`src/rtl/sys_bus_loader.sv`:
```
// Boot loader and bus decoder: streams a program image into RAM, then runs the
// processor against RAM plus a small bank of memory-mapped output registers.
module sys_bus_loader #(
  parameter int DATA_W   = 8,
  parameter int ADDR_W   = 8,
  parameter int N_OUT    = 4,
  parameter int IO_BASE  = 240,
  parameter int PROG_LEN = 240,
  parameter int TIMEOUT  = 8500,
  parameter int CNT_W    = 16
) (
  input  logic                    clk,
  input  logic                    rst_n,
  input  logic                    ld_valid,
  input  logic [DATA_W-1:0]       ld_data,
  output logic                    ld_ready,
  input  logic [ADDR_W-1:0]       cpu_addr,
  input  logic [DATA_W-1:0]       cpu_wdata,
  input  logic                    cpu_we,
  input  logic                    cpu_halt,
  output logic [DATA_W-1:0]       cpu_rdata,
  output logic                    cpu_run,
  output logic [ADDR_W-1:0]       ram_addr,
  output logic [DATA_W-1:0]       ram_din,
  output logic                    ram_we,
  input  logic [DATA_W-1:0]       ram_dout,
  output logic [N_OUT*DATA_W-1:0] io_out,
  output logic [CNT_W-1:0]        cycle_cnt,
  output logic                    timeout
);

  localparam int IDX_W = (N_OUT > 1) ? $clog2(N_OUT) : 1;
  localparam logic [ADDR_W:0]   IO_BASE_X = (ADDR_W+1)'(IO_BASE);
  localparam logic [ADDR_W:0]   IO_END_X  = (ADDR_W+1)'(IO_BASE + N_OUT);
  localparam logic [ADDR_W-1:0] LAST_PTR  = ADDR_W'(PROG_LEN - 1);
  localparam logic [CNT_W-1:0]  CNT_LAST  = CNT_W'(TIMEOUT - 1);

  typedef enum logic [1:0] {S_LOAD, S_RUN, S_HALT} state_t;

  state_t            state_q, state_d;
  logic [ADDR_W-1:0] load_ptr_q, load_ptr_d;
  logic [CNT_W-1:0]  cycle_cnt_q, cycle_cnt_d;
  logic              timeout_q, timeout_d;
  logic [DATA_W-1:0] io_q [N_OUT];
  logic [DATA_W-1:0] io_d [N_OUT];

  logic              in_load, in_run, ld_accept, at_limit, halt_now;
  logic [ADDR_W:0]   addr_x, io_off_x;
  logic              is_ram, is_io;
  logic [IDX_W-1:0]  io_idx;

  assign in_load   = (state_q == S_LOAD);
  assign in_run    = (state_q == S_RUN);
  assign ld_ready  = rst_n && in_load;
  assign ld_accept = ld_valid && ld_ready;
  assign at_limit  = (cycle_cnt_q == CNT_LAST);
  assign halt_now  = in_run && (cpu_halt || at_limit);

  // Widen by one bit so the I/O window compare cannot wrap at the top of the map.
  assign addr_x   = {1'b0, cpu_addr};
  assign is_ram   = (addr_x < IO_BASE_X);
  assign is_io    = (addr_x >= IO_BASE_X) && (addr_x < IO_END_X);
  assign io_off_x = addr_x - IO_BASE_X;
  assign io_idx   = io_off_x[IDX_W-1:0];

  always_comb begin
    state_d     = state_q;
    load_ptr_d  = load_ptr_q;
    cycle_cnt_d = cycle_cnt_q;
    timeout_d   = timeout_q;
    case (state_q)
      S_LOAD: begin
        if (ld_accept) begin
          load_ptr_d = load_ptr_q + 1'b1;
          if (load_ptr_q == LAST_PTR) state_d = S_RUN;
        end
      end
      S_RUN: begin
        if (halt_now) begin
          state_d = S_HALT;
          if (at_limit) timeout_d = 1'b1;
        end else begin
          cycle_cnt_d = cycle_cnt_q + 1'b1;
        end
      end
      default: ;
    endcase
  end

  always_comb begin
    ram_addr  = in_load ? load_ptr_q : cpu_addr;
    ram_din   = in_load ? ld_data : cpu_wdata;
    ram_we    = ld_accept || (rst_n && in_run && cpu_we && is_ram);
    cpu_rdata = '0;
    if (in_run) begin
      if (is_ram)     cpu_rdata = ram_dout;
      else if (is_io) cpu_rdata = io_q[io_idx];
    end
  end

  generate
    for (genvar gi = 0; gi < N_OUT; gi++) begin : g_io
      logic io_we;
      assign io_we     = in_run && cpu_we && is_io && (io_idx == IDX_W'(gi));
      assign io_d[gi]  = io_we ? cpu_wdata : io_q[gi];
      assign io_out[gi*DATA_W +: DATA_W] = io_q[gi];
    end
  endgenerate

  always_ff @(posedge clk) begin
    if (!rst_n) begin
      state_q     <= S_LOAD;
      load_ptr_q  <= '0;
      cycle_cnt_q <= '0;
      timeout_q   <= 1'b0;
      for (int i = 0; i < N_OUT; i++) io_q[i] <= '0;
    end else begin
      state_q     <= state_d;
      load_ptr_q  <= load_ptr_d;
      cycle_cnt_q <= cycle_cnt_d;
      timeout_q   <= timeout_d;
      for (int i = 0; i < N_OUT; i++) io_q[i] <= io_d[i];
    end
  end

  assign cpu_run   = in_run;
  assign cycle_cnt = cycle_cnt_q;
  assign timeout   = timeout_q;

endmodule

```
`config.mk`:
```
export PLATFORM = sky130hd
export DESIGN_NAME = sys_bus_loader
export DESIGN_NICKNAME = d
export VERILOG_FILES = /design/src/rtl/sys_bus_loader.sv
export SDC_FILE = /design/constraint.sdc
export NUM_CORES = 1
export LEC_CHECK = 0
export ABC_AREA = 0
export BUFFER_PORTS_ARGS = -buffer_cell sky130_fd_sc_hd__buf_2
export CAP_MARGIN = 30
export CELL_PAD_IN_SITES_DETAIL_PLACEMENT = 1
export CELL_PAD_IN_SITES_GLOBAL_PLACEMENT = 1
export CORE_ASPECT_RATIO = 0.5
export CORE_MARGIN = 2
export CORE_UTILIZATION = 33
export DETAILED_ROUTE_END_ITERATION = 12
export PLACE_DENSITY = 0.86
export SLEW_MARGIN = 20
export SYNTH_ARGS = -nofsm -noshare
export SYNTH_HDL_FRONTEND = slang
export SYNTH_SLANG_ARGS = --single-unit
```
`constraint.sdc`:
```
create_clock -name clk -period 2.2 [get_ports clk]
set_clock_uncertainty 0.2 [all_clocks]
set_input_delay 0.33 -clock clk [delete_from_list [all_inputs] [get_ports clk]]
set_output_delay 0.33 -clock clk [all_outputs]
set_load 0.1 [all_outputs]
```
==> Word-level counts from Yosys, hierarchy flattened <==
Memories as Yosys holds them, arrays and structs flattened.
Index checks and enable logic that the tools add are counted.
Widths: inputs -> output; s select.
{ "op_classes": {"addsub": 3, "magnitude_cmp": 3, "n_bitwise": 5, "muxes": 19, "eq_ne": 9, "reduce_logical": 22} }
{ "op_table": {"columns": ["cell", "count"], "rows": [
  ["$mux 8", 13],
  ["$add 16x1->16 const B", 1],
  ["$eq 16x14->1 const B", 1],
  ["$lt 8x8->1 const B", 2],
  ["$logic_and 1x1->1", 13],
  ["$add 8x1->8 const B", 1],
  ["$eq 8x8->1 const B", 1],
  ["$ge 8x8->1 const B", 1],
  ["$mux 2", 3],
  ["$ne 2x1->1 const B", 3],
  ["$eq 2x1->1 const B", 2],
  ["$eq 2x2->1 const B", 2],
  ["$logic_not 2->1", 2],
  ["$or 1x1->1", 4],
  ["$pmux 2 s2", 1],
  ["$reduce_and 2->1", 2],
  ["$reduce_and 4->1", 1],
  ["$reduce_and 3->1", 1],
  ["$logic_or 1x1->1", 2],
  ["$mux 1", 2],
  ["$reduce_bool 2->1", 1],
  ["$sub 2x1->2 const B", 1],
  ["$not 1->1", 1]
]} }
{ "totals": {"ramBits": 32, "input_bits": 37, "reg_bits": 27, "out_inout_bits": 76, "mem_count": 1} }
{ "memory_table": {"columns": ["memory", "depth", "width", "rd", "rd_clocked_by_memory_dff", "wr", "line_no", "text"], "rows": [
  ["io_q", 4, 8, 5, 0, 4, "44", "logic [DATA_W-1:0] io_q [N_OUT];"]
]} }

==> Longest topological paths before layout <==
Gate-level depths: netlist of run 1.
{ "logic_depth": {"word_depth": 6, "depth_mapped": 7, "mapped_depth_nobuf": 5} }

==> Least setup slack after synthesis of run 1 <==
Ideal clock, no wire load.
{ "synth_path": {"kind": "reg2out", "from": "mem io_q[1][0]", "to": "out cpu_rdata[0]", "path_slack_ns": -1.033, "path_stages_with_launch": 4, "required_ns": 1.670, "arrival_ns": 2.703, "path_buffers": 0, "path_cell_list": "dfxtp_1 mux4_2 a22oi_1 nor2_1"} }
{ "synth_rtl": {"columns": ["item", "line_no", "text"], "rows": [
  ["start, declared", "44", null],
  ["end, declared", "21", "output logic [DATA_W-1:0] cpu_rdata,"]
]} }

==> Final worst setup path of run 1 <==
{ "layout_path": {"from": "reg state_q[1]", "to": "out ram_addr[0]"} }
{ "layout_between": {"elab_chain_cells": 2} }
{ "layout_lines": {"columns": ["item", "line_no", "text"], "rows": [
  ["start, declared", "40", "state_t state_q, state_d;"],
  ["start signal, assigned", "118", "state_q <= state_d;"],
  ["$logic_not 2->1", "52", "assign in_load = (state_q == S_LOAD);"],
  ["$mux 8", "91", "ram_addr = in_load ? load_ptr_q : cpu_addr;"],
  ["end, declared", "23", "output logic [ADDR_W-1:0] ram_addr,"]
]} }
Every way passes these cells.

==> results.txt, run 1 <==
Data on the critical path is required at its endpoint by 1.67 ns. The number of placed instances with taps included came out at 541. Across the VDD grid, the largest voltage drop is 0.000411 V.

The critical path buffer and inverter count is 4, and the clock transition at the registers of the reported paths is 0.05 ns. From synthesis to final layout, the design area changed by 63.3%. The number of pins with negative max-slew slack in the final report is 0, and the number of standard cells after synthesis is 310.

STA classifies the critical path endpoint as a primary output. 113 I/O pins were placed. Fill cells in the final layout number 934. Share of async-settable or async-resettable flops after synthesis: 0.

The number of hold buffers added after CTS was 0. The count of nets left with antenna violations once routing finished came out at 0. For the worst flop-to-flop path, the logic depth is 6. Class of the worst hold path: input port to flop. Dividing total power by cell area gives a power density of 628 nW/µm².

During placement, the flow inserted port buffers numbering 112. The met1 routing resource usage after global routing is 0.296, and the setup-violating endpoint count in the final report is 9. Critical register-to-register path endpoint: load_ptr_q[3]. Max-cap violations in this run came to 0. The clock insertion delay at the later pin of the skew report is 0.34 ns. CTS placed an instance of sky130_fd_sc_hd__clkbuf_16 at the clock tree root. In this run the mean area of a mapped cell was 9.57 µm². The HPWL reported at the end of detailed placement was 7.76 mm. Across all layers, the routed design uses 3153 vias. At the end of the flow, the number of nets in the layout was 481. Entering global routing, the biggest net connects 32 pins. The final core utilization came out at 0.556. The area of the core region is 8710 µm², and the layout cell share with drive strength beyond 1 is 0.548.

After synthesis the netlist holds a flip-flop and latch count of 59. The tools report the total length of routed wires as 13.2 mm. The largest stage delay on the critical path is 0.32 ns. The initialized floorplan defines 24 standard-cell rows.

The tools report the leakage power as 2.25 nW. The path with the worst hold slack has its endpoint at io_q[3][0]. For the net count after synthesis, the log shows 349. The critical path goes through buf_6 -> nor2_4 -> buf_6 -> clkbuf_16 -> mux2_4 -> buf_12. Floorplan die height: 71.0 µm. The run gives 0.473 as the met2 usage in global routing. The fraction of the yosys area taken by sequential cells was 0.398. The first global-routing pass estimated 20.0 mm of wire.

The worst hold path was traced through 3 stages. The cell area after synthesis is 2970 µm², and the path length in cells of the critical path is 6. Among cell families on the critical path, the largest total delay comes from buffers and inverters. The initial detailed-routing violation count came out at 235. The logs give 0 for the initial antenna violation count and 9 for the TritonCTS buffer count. For the number of hold violations in the final report, the log shows 0. The longest clock path from root to sink contains 2 buffers. The most used flip-flop cell after synthesis is sky130_fd_sc_hd__dfxtp_1. The first detailed-routing pass ran for 5 iterations.

The final weighted congestion in routability-driven placement was 0.784; the via density per instance was 5.59. The run gives 0.0806 as the met3 layer usage reported by global route. STA classifies the critical path startpoint as a flop. The final routed DRC violation total was 0.

In the final routed layout, each cell accounts on average for 23.4 µm. The data arrival time of the critical path was 1.71 ns; the number of global-route vias before repair was 3470. The synthesized design contains 0 enable-type register cells.

The logs give -0.0388 ns for the least setup slack across all paths after layout and 9810 µm² for the floorplan die area. For the cell area after layout, the log shows 4840 µm². The layer flagged by global routing as most heavily used is met2. For this design, the slowest cell found on the critical path is sky130_fd_sc_hd__dfxtp_2. The final standard cell count with taps included and fillers excluded is 564, and the time the worst path needs with I/O delays and setup is 2.24 ns. The share of the clock period used by the worst path came out at 1.02. The flow ran to the end, but the final reports show violations. Setup repair after global routing could not meet its margin everywhere. TritonCTS built the clock tree. Type of the worst setup path: flop to primary output. The count of H-tree levels built during CTS is 3, and the die extent in x is 138 µm.

Across all hold checks on the routed design, the worst slack comes to 0.117 ns. The slew at the pin with the worst max-slew slack is 0.640 ns, and the starting density of the core is 0.341. In this run the worst path has a maximum fanout of 7. The checks that failed: negative setup slack. Summing all placed instances gives a cell area of 4290 µm². After global routing the overflow that remains totals 0. Derived from the worst setup path, the maximum achievable clock frequency is 447 MHz. Yosys printed 0 warnings.

In this run the most critical hold path is launched from cpu_wdata[0]. The overall fraction of global-route tracks in use came out at 0.267. Launch instance of the worst register-to-register path: state_q[1]. The run gives 59 as the CTS sink count. The number of different library cells used by synthesis comes to 40.

Among the stages of the critical path, the cell type that occurs most often is sky130_fd_sc_hd__buf_6. The logs give 0.568 for the normalized max-slew margin and 0 for the number of antenna diodes. The reg-to-reg setup timing slack came out at 0.15 ns.
[synth_stat cells, drive strengths merged (3+ instances only)]
master  count  area share
nor2       57       0.072
and4        3      0.0089
and3        4      0.0084
mux2i      35        0.12
clkbuf     11       0.014
or4         3      0.0089
nor4        3      0.0063
dfxtp      59        0.40
or3         3      0.0063
o31ai       3      0.0076
o21ai       5      0.0084
nand4      10       0.021
nand2b      3      0.0063
a22oi       8       0.020
nor3        6       0.010
buf         6       0.013
xor2        7       0.021
a21oi       7       0.012
xnor2       7       0.021
nand2      20       0.025
inv         4      0.0051
mux2       16       0.061
mux4        8       0.061
nand3       3      0.0051
[per-stage QoR]
step	power [mW]	worst slack, ns	TNS (ns)
6_report	3.04	-0.0388	-0.261
3_3_place_gp	1.39	-0.0201	-0.121
3_5_place_dp	1.40	-0.0901	-0.501
4_1_cts	3.03	-0.0461	-0.514
5_1_grt	3.12	-0.0705	-0.589
2_1_floorplan	1.27	-0.564	-1.19
[placed cells by master (no fill, tap or decap), types with 10 or more instances in the layout]
master,netlist,layout
sky130_fd_sc_hd__dfxtp_1,59,17
sky130_fd_sc_hd__nor2_1,57,48
sky130_fd_sc_hd__buf_2,2,84
sky130_fd_sc_hd__buf_12,0,28
sky130_fd_sc_hd__nand4_1,10,10
sky130_fd_sc_hd__mux2_4,0,16
sky130_fd_sc_hd__mux2i_1,35,35
sky130_fd_sc_hd__nand2_1,20,19
sky130_fd_sc_hd__clkbuf_16,0,10
sky130_fd_sc_hd__dfxtp_2,0,34
sky130_fd_sc_hd__buf_4,0,22
[where the power goes]
| group | switching [mW] | internal (mW) |
|---|---|---|
| clock network | 0.518 | 1.11 |
| registers | 0.00780 | 1.06 |
| logic | 0.212 | 0.125 |
| total | 0.738 | 2.30 |
[worst register-to-register path, delay by kind of cell (launching register included)]
kind,cells,cell delay (ns)
xor gates and xnor gates,1,0.21
buffers and inverters,2,0.39
and+or+nand+nor,3,0.80
DFF,1,0.32
[sequential cells by signal, summed over array words and instances, names as in the netlist]
register,cells
cycle_cnt,16
io_q,32
load_ptr_q,8
state_q,2
timeout,1
[layer usage]
metal | routed length [µm] | up-vias
li1 | - | 1373
met1 | 5230 | 1589
met2 | 6660 | 139
met3 | 838 | 52
met4 | 494 | 0
met5 | 0 | -
[logic make-up (layout without fill, tap and decap cells)]
logic type               count (synthesis)  count (layout)  share of synthesized area
adder cells (fa/ha/maj)                  2               2                    0.00843
AO/OA/AOI/OAI                           26              26                     0.0561
buffers and inverters                   21             158                     0.0325
flip-flops                              59              59                      0.398
multiplexers                            59              59                      0.240
AND/OR/NAND/NOR                        129             129                      0.224
XOR/XNOR                                14              14                     0.0413
[area by class of cell]
| cell class | instances | area (µm²) | share of cell area |
|---|---|---|---|
| Multi-Input combinational cell | 230 | 1880 | 0.387 |
| Sequential cell | 59 | 1250 | 0.259 |
| Timing Repair Buffer | 138 | 1200 | 0.249 |
| Clock buffer | 13 | 280 | 0.0579 |
| Tap cell | 117 | 146 | 0.0302 |
| Clock inverter | 3 | 67.6 | 0.0139 |
| Inverter | 4 | 15.0 | 0.00310 |
[how the worst max path moves through the flow]
stage | end | startpoint | slack, ns
after floorplan | cpu_rdata[0] | io_q[1][0] | -0.56
after global placement | cpu_rdata[1] | cpu_addr[0] | -0.02
after detailed placement | cpu_rdata[6] | cpu_addr[0] | -0.09
after CTS | ram_din[1] | state_q[0] | -0.05
after global routing | ram_addr[1] | state_q[1] | -0.07
final | ram_addr[0] | state_q[1] | -0.04
[repair_timing]
| item | CTS | global route |
|---|---|---|
| endpoints found under the hold margin | 0 | 0 |
| resized for setup | 15 | 22 |
| setup buffers | 2 | 5 |
| pin swaps | 2 | 3 |
| setup endpoints to repair | 24 | 26 |
| gates cloned | 1 | 1 |
Power figures use the tool's default switching activity.
==> inputs of run 2 (changes only) <==
--- a/config.mk
+++ b/config.mk
@@ -6,6 +6,7 @@
 export NUM_CORES = 1
 export LEC_CHECK = 0
 export ABC_AREA = 0
+export ABC_CLOCK_PERIOD_IN_PS = 1900
 export BUFFER_PORTS_ARGS = -buffer_cell sky130_fd_sc_hd__buf_2
 export CAP_MARGIN = 30
 export CELL_PAD_IN_SITES_DETAIL_PLACEMENT = 1
==> constraint.sdc (replaced) <==
create_clock -name clk -period 1.9 [get_ports clk]
set_clock_uncertainty 0.2 [all_clocks]
set_input_delay 0.285 -clock clk [delete_from_list [all_inputs] [get_ports clk]]
set_output_delay 0.285 -clock clk [all_outputs]
set_load 0.1 [all_outputs]
==> run 2 against run 1 <==
Effect of this change: the run still ends with negative setup slack left; routed wire length rose by 22%; worst hold slack got worse by 0.027 ns; cell count rose by 6.0%; register-to-register slack got worse by 0.37 ns; non-clock buffer count rose by 32; clock-buffer cell count rose by 2; final area rose by 9.8%; setup slack got worse by 0.23 ns; combinational power rose by 25%; critical path type unchanged; largest power group unchanged.
==> results.txt, run 2 (synthesis gave the netlist of run 1 again) <==
The slew at the pin with the worst max-slew slack came out at 0.513 ns (was 0.640 ns). The run gives 2.41 mW (was 2.30 mW) as the cell internal power dissipation. The tools report the relative contribution of sequential cells to total power as 0.373 (was 0.352). The layout overhead on the synthesized area was 79.4% (was 63.3%); the reg-to-reg setup timing slack was -0.22 ns (was 0.15 ns).

The number of buffers on the longest clock path came out at 2 (unchanged). The share of the clock period used by the worst path is 1.14, and the setup-violating endpoint count in the final report is 67 (was 9). The total length of routed wires is 16.1 mm (was 13.2 mm). Number of port buffers: 112 (unchanged).

The commonest non-fill, non-tap cell in the layout is sky130_fd_sc_hd__buf_2 (unchanged). The tools report the clock root buffer as sky130_fd_sc_hd__clkbuf_16 (unchanged). Layout cell share with drive strength beyond 1: 0.656 (was 0.548). The number of iterations in the first detailed-routing pass is 4 (was 5), and the global-route wire length before repair is 21.9 mm (was 20.0 mm). The final worst hold slack is 0.0897 ns (was 0.117 ns). Final standard cell count with taps included and fillers excluded: 598 (was 564). The clock insertion delay at the later pin of the skew report is 0.34 ns (about the same), and the combinational share of power is 0.127 (was 0.111). The tools report the number of hold buffers added after CTS as 0 (unchanged). The run gives 2 (was 0) as the initial antenna violation count.

The number of nets in the final layout was 513 (was 481); the number of global-route vias before repair was 3682 (was 3470). The remaining global-route overflow is 0 (unchanged), and the initial detailed-routing violation count is 232 (was 235). Category of the worst setup path launch point: a flop (unchanged). The floorplan die area is 9810 µm² (unchanged), and the final weighted congestion in routability-driven placement is 0.783 (was 0.784).

The clock network power share is 0.499 (was 0.537), and the normalized max-slew margin is 0.660 (was 0.568). For the final core utilization, the log shows 0.611 (was 0.556). The tools report the critical path endpoint category as a primary output (unchanged). For the top-level I/O count, the log shows 113 (unchanged). The starting density of the core was 0.341 (unchanged). The site row count was 24 (unchanged). The power density over the cells is 621 nW/µm² (was 628 nW/µm²). Violated checks: negative setup slack (unchanged). Number of pins with negative max-slew slack in the final report: 0 (unchanged). The run gives 3370 (was 3153) as the via count of the routed design. TritonCTS built the clock tree. Final routed DRC violation total: 0 (unchanged). For the setup total negative slack, the log shows -9.17 ns (was -0.261 ns).

The tools report the power dissipated by switching net loads as 0.897 mW (was 0.738 mW). Floorplan die height: 71.0 µm (unchanged). The flow ran to the end, but the final reports show violations. The largest driver fanout on the critical path was 8 (was 7); the time the worst path needs with I/O delays and setup was 2.16 ns. Commonest non-fill, non-tap cells in the layout: sky130_fd_sc_hd__buf_2 (84), sky130_fd_sc_hd__nor2_1 (45), sky130_fd_sc_hd__dfxtp_2 (39) (was sky130_fd_sc_hd__buf_2 (84), sky130_fd_sc_hd__nor2_1 (48), sky130_fd_sc_hd__mux2i_1 (35)). The tools report the data required time of the critical path as 1.41 ns (was 1.67 ns). For the post-placement worst setup slack, the log shows -0.290 ns (was -0.0901 ns).

Number of flip-flops under the largest register name: 32 (unchanged). Number of hold violations in the final report: 0 (unchanged). The run gives 462 MHz as the maximum operating frequency. TritonCTS buffer count: 9 (unchanged). The register name with the most flops is io_q (unchanged). The switching share of total power came out at 0.272 (was 0.243).

The number of placed instances with taps included came out at 554 (was 541). The run gives 8.20 mm (was 7.76 mm) as the HPWL reported at the end of detailed placement. The type of the worst setup path is flop to primary output (unchanged). For the overall fraction of global-route tracks in use, the log shows 0.296 (was 0.267). The die extent in x works out to 138 µm (unchanged). Leakage power: 2.40 nW (was 2.25 nW). The via density per instance is 5.64 (was 5.59). Maximum VDD drop: 0.000383 V (was 0.000411 V). Setup repair after global routing could not meet its margin everywhere. The max capacitance violation total was 0 (unchanged). The class of the worst hold path is input port to flop (unchanged). The largest net degree at the start of global routing was 34 (was 32); the final routed wire length divided by cell count was 27.0 µm (was 23.4 µm). The count of H-tree levels built during CTS is 3 (unchanged). The least setup slack across all paths after layout is -0.264 ns (was -0.0388 ns), and the area of the core region is 8710 µm² (unchanged). Clock transition at the registers of the reported paths: 0.06 ns (was 0.05 ns).

The tools report the CTS sink count as 59 (unchanged). The tools report the remaining number of nets flagged by the antenna check after routing as 0 (unchanged). The tools report the data arrival time of the critical path as 1.68 ns (was 1.71 ns).
run 2: what timing repair did:
action,CTS,global route
setup endpoints to repair,38,76
resized for setup,32,52
pin swaps,9,20
setup buffers,13,15
endpoints found under the hold margin,0,0
cloned,2,0
run 2: worst max-delay path, cell delays in order (launching register included):
cell and delay, ns:
sky130_fd_sc_hd__dfxtp_2 0.33, sky130_fd_sc_hd__buf_12 0.14, sky130_fd_sc_hd__nor2_4 0.18, sky130_fd_sc_hd__buf_6 0.18
sky130_fd_sc_hd__mux2_4 0.33, sky130_fd_sc_hd__buf_12 0.17
run 2: path summary, 6_finish.rpt:
path / startpoint / end / cells past startpoint
setup / recovery: state_q[1] / ram_addr[1] / 5
hold reg to reg: timeout / timeout / 2
hold / removal: cpu_wdata[6] / io_q[2][6] / 3
setup reg to reg: state_q[0] / load_ptr_q[5] / 9
run 2: metal layers:
metal,global-route usage,share of wire,up-vias
met5,0,0,-
met4,0.196,0.052,0
met3,0.0806,0.052,62
met2,0.521,0.50,158
met1,0.321,0.40,1703
li1,-,-,1447
run 2: metrics by stage:
stage	instance area, µm²	total power, mW
3_5_place_dp	4520	1.63
4_1_cts	5070	3.24
6_report	5320	3.31
2_1_floorplan	3210	1.47
3_3_place_gp	4520	1.62
5_1_grt	5320	3.36
run 2: layout make-up:
cell class,count,area (µm²)
well taps,117,146
multi-input cells,230,2070
repair buffers,170,1520
fillers,961,3390
inverters,4,18.8
diodes,2,5.00
flip-flops and latches,59,1270
clock buffers,15,288
clock inverters,1,5.00
run 2: power by group through the flow:
stage	Clock (mW)	Sequential (mW)	Combinational, mW
6_report	1.65	1.23	0.421
5_1_grt	1.70	1.23	0.430
4_1_cts	1.62	1.23	0.387
3_5_place_dp	0	1.26	0.368
3_3_place_gp	0	1.26	0.356
2_1_floorplan	0	1.26	0.209
==> inputs of run 3 (changes only) <==
--- a/config.mk
+++ b/config.mk
@@ -7,13 +7,14 @@
 export LEC_CHECK = 0
 export ABC_AREA = 0
 export ABC_CLOCK_PERIOD_IN_PS = 1900
-export BUFFER_PORTS_ARGS = -buffer_cell sky130_fd_sc_hd__buf_2
+export BUFFER_PORTS_ARGS = -buffer_cell sky130_fd_sc_hd__buf_4
 export CAP_MARGIN = 30
 export CELL_PAD_IN_SITES_DETAIL_PLACEMENT = 1
 export CELL_PAD_IN_SITES_GLOBAL_PLACEMENT = 1
 export CORE_ASPECT_RATIO = 0.5
 export CORE_MARGIN = 2
 export CORE_UTILIZATION = 33
+export CTS_CLUSTER_SIZE = 28
 export DETAILED_ROUTE_END_ITERATION = 12
 export PLACE_DENSITY = 0.86
 export SLEW_MARGIN = 20
==> constraint.sdc (replaced) <==
create_clock -name clk -period 1.9 [get_ports clk]
set_clock_uncertainty 0.2 [all_clocks]
set_input_delay 0.095 -clock clk [delete_from_list [all_inputs] [get_ports clk]]
set_output_delay 0.095 -clock clk [all_outputs]
set_load 0.1 [all_outputs]
==> run 3 against run 2 <==
Effect of this change: the flow still finishes with violations (negative setup slack); setup slack gained 0.13 ns; critical path depth grew 1; core utilization grew 1.4 points; maximum frequency grew 6.6%; cell count shrank 0.17%; global-route usage shrank 3.4 points; critical path type unchanged; critical endpoint is now ram_din[7].
==> results.txt, run 3 (synthesis gave the netlist of run 1 again) <==
The critical path endpoint category was a primary output (unchanged). For the largest net degree at the start of global routing, the log shows 35 (was 34). The critical path's top delay family was buffers and inverters (unchanged).

The number of buffers on the longest clock path is 2 (unchanged). Layout overhead on the synthesized area: 83.5% (was 79.4%). The power density over the cells was 616 nW/µm² (was 621 nW/µm²). The run gives 9810 µm² (unchanged) as the floorplan die area.

The run gives 14.6 mm (was 16.1 mm) as the total length of routed wires. TritonCTS built the clock tree. The final routed DRC violation total was 0 (unchanged). The path length in cells of the critical path works out to 6 (was 5). The cell with the largest stage delay on the worst path was sky130_fd_sc_hd__dfxtp_2 (unchanged). The number of antenna diodes was 0 (was 2). TritonCTS buffer count: 9 (unchanged). For the number of hold violations in the final report, the log shows 0 (unchanged). The number of global-route vias before repair came out at 3555 (was 3682).

The run gives 0.34 ns (about the same) as the clock insertion delay at the later pin of the skew report. The max capacitance violation total was 0 (unchanged); the HPWL reported at the end of detailed placement was 7.46 mm (was 8.20 mm). The die extent in x was 138 µm (unchanged). The tools report the remaining number of nets flagged by the antenna check after routing as 0 (unchanged). Critical Path, Cell by Cell: buf_6 -> nor2_4 -> buf_6 -> clkbuf_16 -> mux2_4 -> buf_12 (was buf_12 -> nor2_4 -> buf_6 -> mux2_4 -> buf_12).

Setup repair after global routing could not meet its margin everywhere. The largest driver fanout on the critical path is 5 (was 8). The number of iterations in the first detailed-routing pass was 4 (unchanged). The initial detailed-routing violation count is 148 (was 232).

The normalized max-slew margin was 0.669 (was 0.660). The via count of the routed design was 3281 (was 3370); the CTS sink count was 59 (unchanged). The category of the worst setup path launch point is a flop (unchanged). Share of the clock period used by the worst path: 1.07 (was 1.14). The commonest non-fill, non-tap cell in the layout is sky130_fd_sc_hd__buf_4 (was sky130_fd_sc_hd__buf_2). Clock root buffer: sky130_fd_sc_hd__clkbuf_16 (unchanged).

Number of flip-flops under the largest register name: 32 (unchanged). The largest stage delay on the critical path is 0.33 ns (about the same), and the site row count is 24 (unchanged). The final weighted congestion in routability-driven placement was 0.797 (was 0.783); the leakage power was 2.44 nW (was 2.40 nW). The logs give 5440 µm² (was 5320 µm²) for the cell area after layout and 1.60 ns (was 1.41 ns) for the data required time of the critical path. The least setup slack across all paths after layout came out at -0.131 ns (was -0.264 ns).

The maximum VDD drop was 0.000427 V (was 0.000383 V). Worst-case reg-to-reg path depth: 5 (was 9). The type of the worst setup path is flop to primary output (unchanged). The number of nets in the final layout came out at 514 (was 513).

The global-route wire length before repair is 19.8 mm (was 21.9 mm), and the count of H-tree levels built during CTS is 3 (unchanged). The post-placement cell area is 4310 µm² (was 4520 µm²), and the data arrival time of the critical path is 1.74 ns (was 1.68 ns). The register name with the most flops is io_q (unchanged). The initial antenna violation count came out at 0 (was 2). The class of the worst hold path was input port to flop (unchanged). The floorplan die height works out to 71.0 µm (unchanged).

Starting density of the core: 0.341 (unchanged). For the sum of internal, switching and leakage power, the log shows 3.35 mW (was 3.31 mW). The slew at the pin with the worst max-slew slack works out to 0.496 ns (was 0.513 ns). The worst setup path startpoint was state_q[1] (unchanged).

The clock transition at the registers of the reported paths is 0.06 ns (about the same), and the final routed wire length divided by cell count is 24.4 µm (was 27.0 µm). The overall fraction of global-route tracks in use came out at 0.262 (was 0.296). The flow ran to the end, but the final reports show violations. The time the worst path needs with I/O delays and setup was 2.03 ns (was 2.16 ns); the reg-to-reg setup timing slack was -0.11 ns (was -0.22 ns). The number of fill cells in the layout was 932 (was 961). The remaining global-route overflow came out at 0 (unchanged).

The area of the core region was 8710 µm² (unchanged); the via density per instance was 5.50 (was 5.64). The setup-violating endpoint count in the final report was 23 (was 67); the layout cell share with drive strength beyond 1 was 0.602 (was 0.656). Number of pins with negative max-slew slack in the final report: 0 (unchanged). Cell repeated most along the worst path: sky130_fd_sc_hd__buf_6 (was sky130_fd_sc_hd__buf_12). Commonest non-fill, non-tap cells in the layout: sky130_fd_sc_hd__buf_4 (122), sky130_fd_sc_hd__nor2_1 (48), sky130_fd_sc_hd__dfxtp_2 (39) (was sky130_fd_sc_hd__buf_2 (84), sky130_fd_sc_hd__nor2_1 (45), sky130_fd_sc_hd__dfxtp_2 (39)). The critical register-to-register path endpoint is cycle_cnt[13] (was load_ptr_q[5]). The tools report the maximum operating frequency as 492 MHz (was 462 MHz). The tools report the end point of the critical path as ram_din[7] (was ram_addr[1]).

The top-level I/O count is 113 (unchanged), and the critical path buffer and inverter count is 4 (was 3). The number of port buffers works out to 112 (unchanged). Violated checks: negative setup slack (unchanged). The tools report the launch instance of the worst register-to-register path as state_q[0] (unchanged).
-- run 3: cell types whose count changed in the layout (fill, tap and decap cells not counted), moves of 5 or more --
cell | before | now
sky130_fd_sc_hd__buf_2 | 84 | 0
sky130_fd_sc_hd__buf_4 | 38 | 122
sky130_fd_sc_hd__mux2i_1 | 24 | 35
sky130_fd_sc_hd__buf_6 | 17 | 7
sky130_fd_sc_hd__dlygate4sd3_1 | 0 | 10
sky130_fd_sc_hd__mux2i_2 | 6 | 0
sky130_fd_sc_hd__mux2i_4 | 5 | 0
-- run 3: per-stage QoR --
step / instances / util / setup slack (ns) / hold WS, ns / TNS [ns]
finish: 597 / 0.625 / -0.131 / 0.0438 / -1.51
global route: 597 / 0.625 / -0.157 / 0.0521 / -2.65
CTS: 584 / 0.589 / -0.0775 / 0.00922 / -0.961
detailed placement: 550 / 0.495 / 0.0284 / 0.180 / 0
global placement: 550 / 0.495 / 0.0472 / 0.168 / 0
floorplan: 310 / - / -0.222 / 0.0388 / -0.583
-- run 3: routing by layer --
metal	vias to the layer above	global-route usage	wire length, µm
li1	1446	-	-
met1	1658	0.294	6010
met2	128	0.482	7270
met3	49	0.0677	700
met4	0	0.113	612
met5	-	0	0
-- run 3: worst min path at each step --
stage,from,end,depth (start not counted)
after global routing,rst_n,load_ptr_q[0],3
after floorplan,cpu_wdata[0],io_q[0][0],2
final,rst_n,load_ptr_q[0],3
after global placement,cpu_wdata[3],io_q[2][3],3
after CTS,rst_n,load_ptr_q[0],3
after detailed placement,cpu_wdata[3],io_q[0][3],3
-- run 3: what timing repair did --
action | CTS | global route
gates cloned | 1 | 1
hold buffers | 10 | 0
endpoints found under the setup margin | 26 | 49
hold endpoints to repair | 34 | 0
pin swaps | 0 | 12
resized for setup | 83 | 51
setup buffers | 7 | 13
-- run 3: area by class of cell --
class                      count  area, µm²  share of cell area
timing repair buffer         171       1740               0.319
tap                          117        146              0.0269
inverter                       4       18.8             0.00345
sequential                    59       1270               0.234
clock buffer                  12        278              0.0510
clock inverter                 4       30.0             0.00552
multi-input combinational    230       1960               0.361
-- run 3: worst register-to-register path, stage by stage, from the launching register on --
cell,delay (ns)
sky130_fd_sc_hd__dfxtp_2,0.36
sky130_fd_sc_hd__buf_6,0.11
sky130_fd_sc_hd__nand4bb_4,0.12
sky130_fd_sc_hd__or4_4,0.55
sky130_fd_sc_hd__or4_1,0.43
sky130_fd_sc_hd__a21oi_1,0.17
-- run 3: where the power goes --
group,total [mW],internal (mW),switching (mW)
combinational,0.434,0.181,0.253
sequential,1.23,1.23,0.00812
clock,1.68,1.04,0.647
total,3.35,2.44,0.907
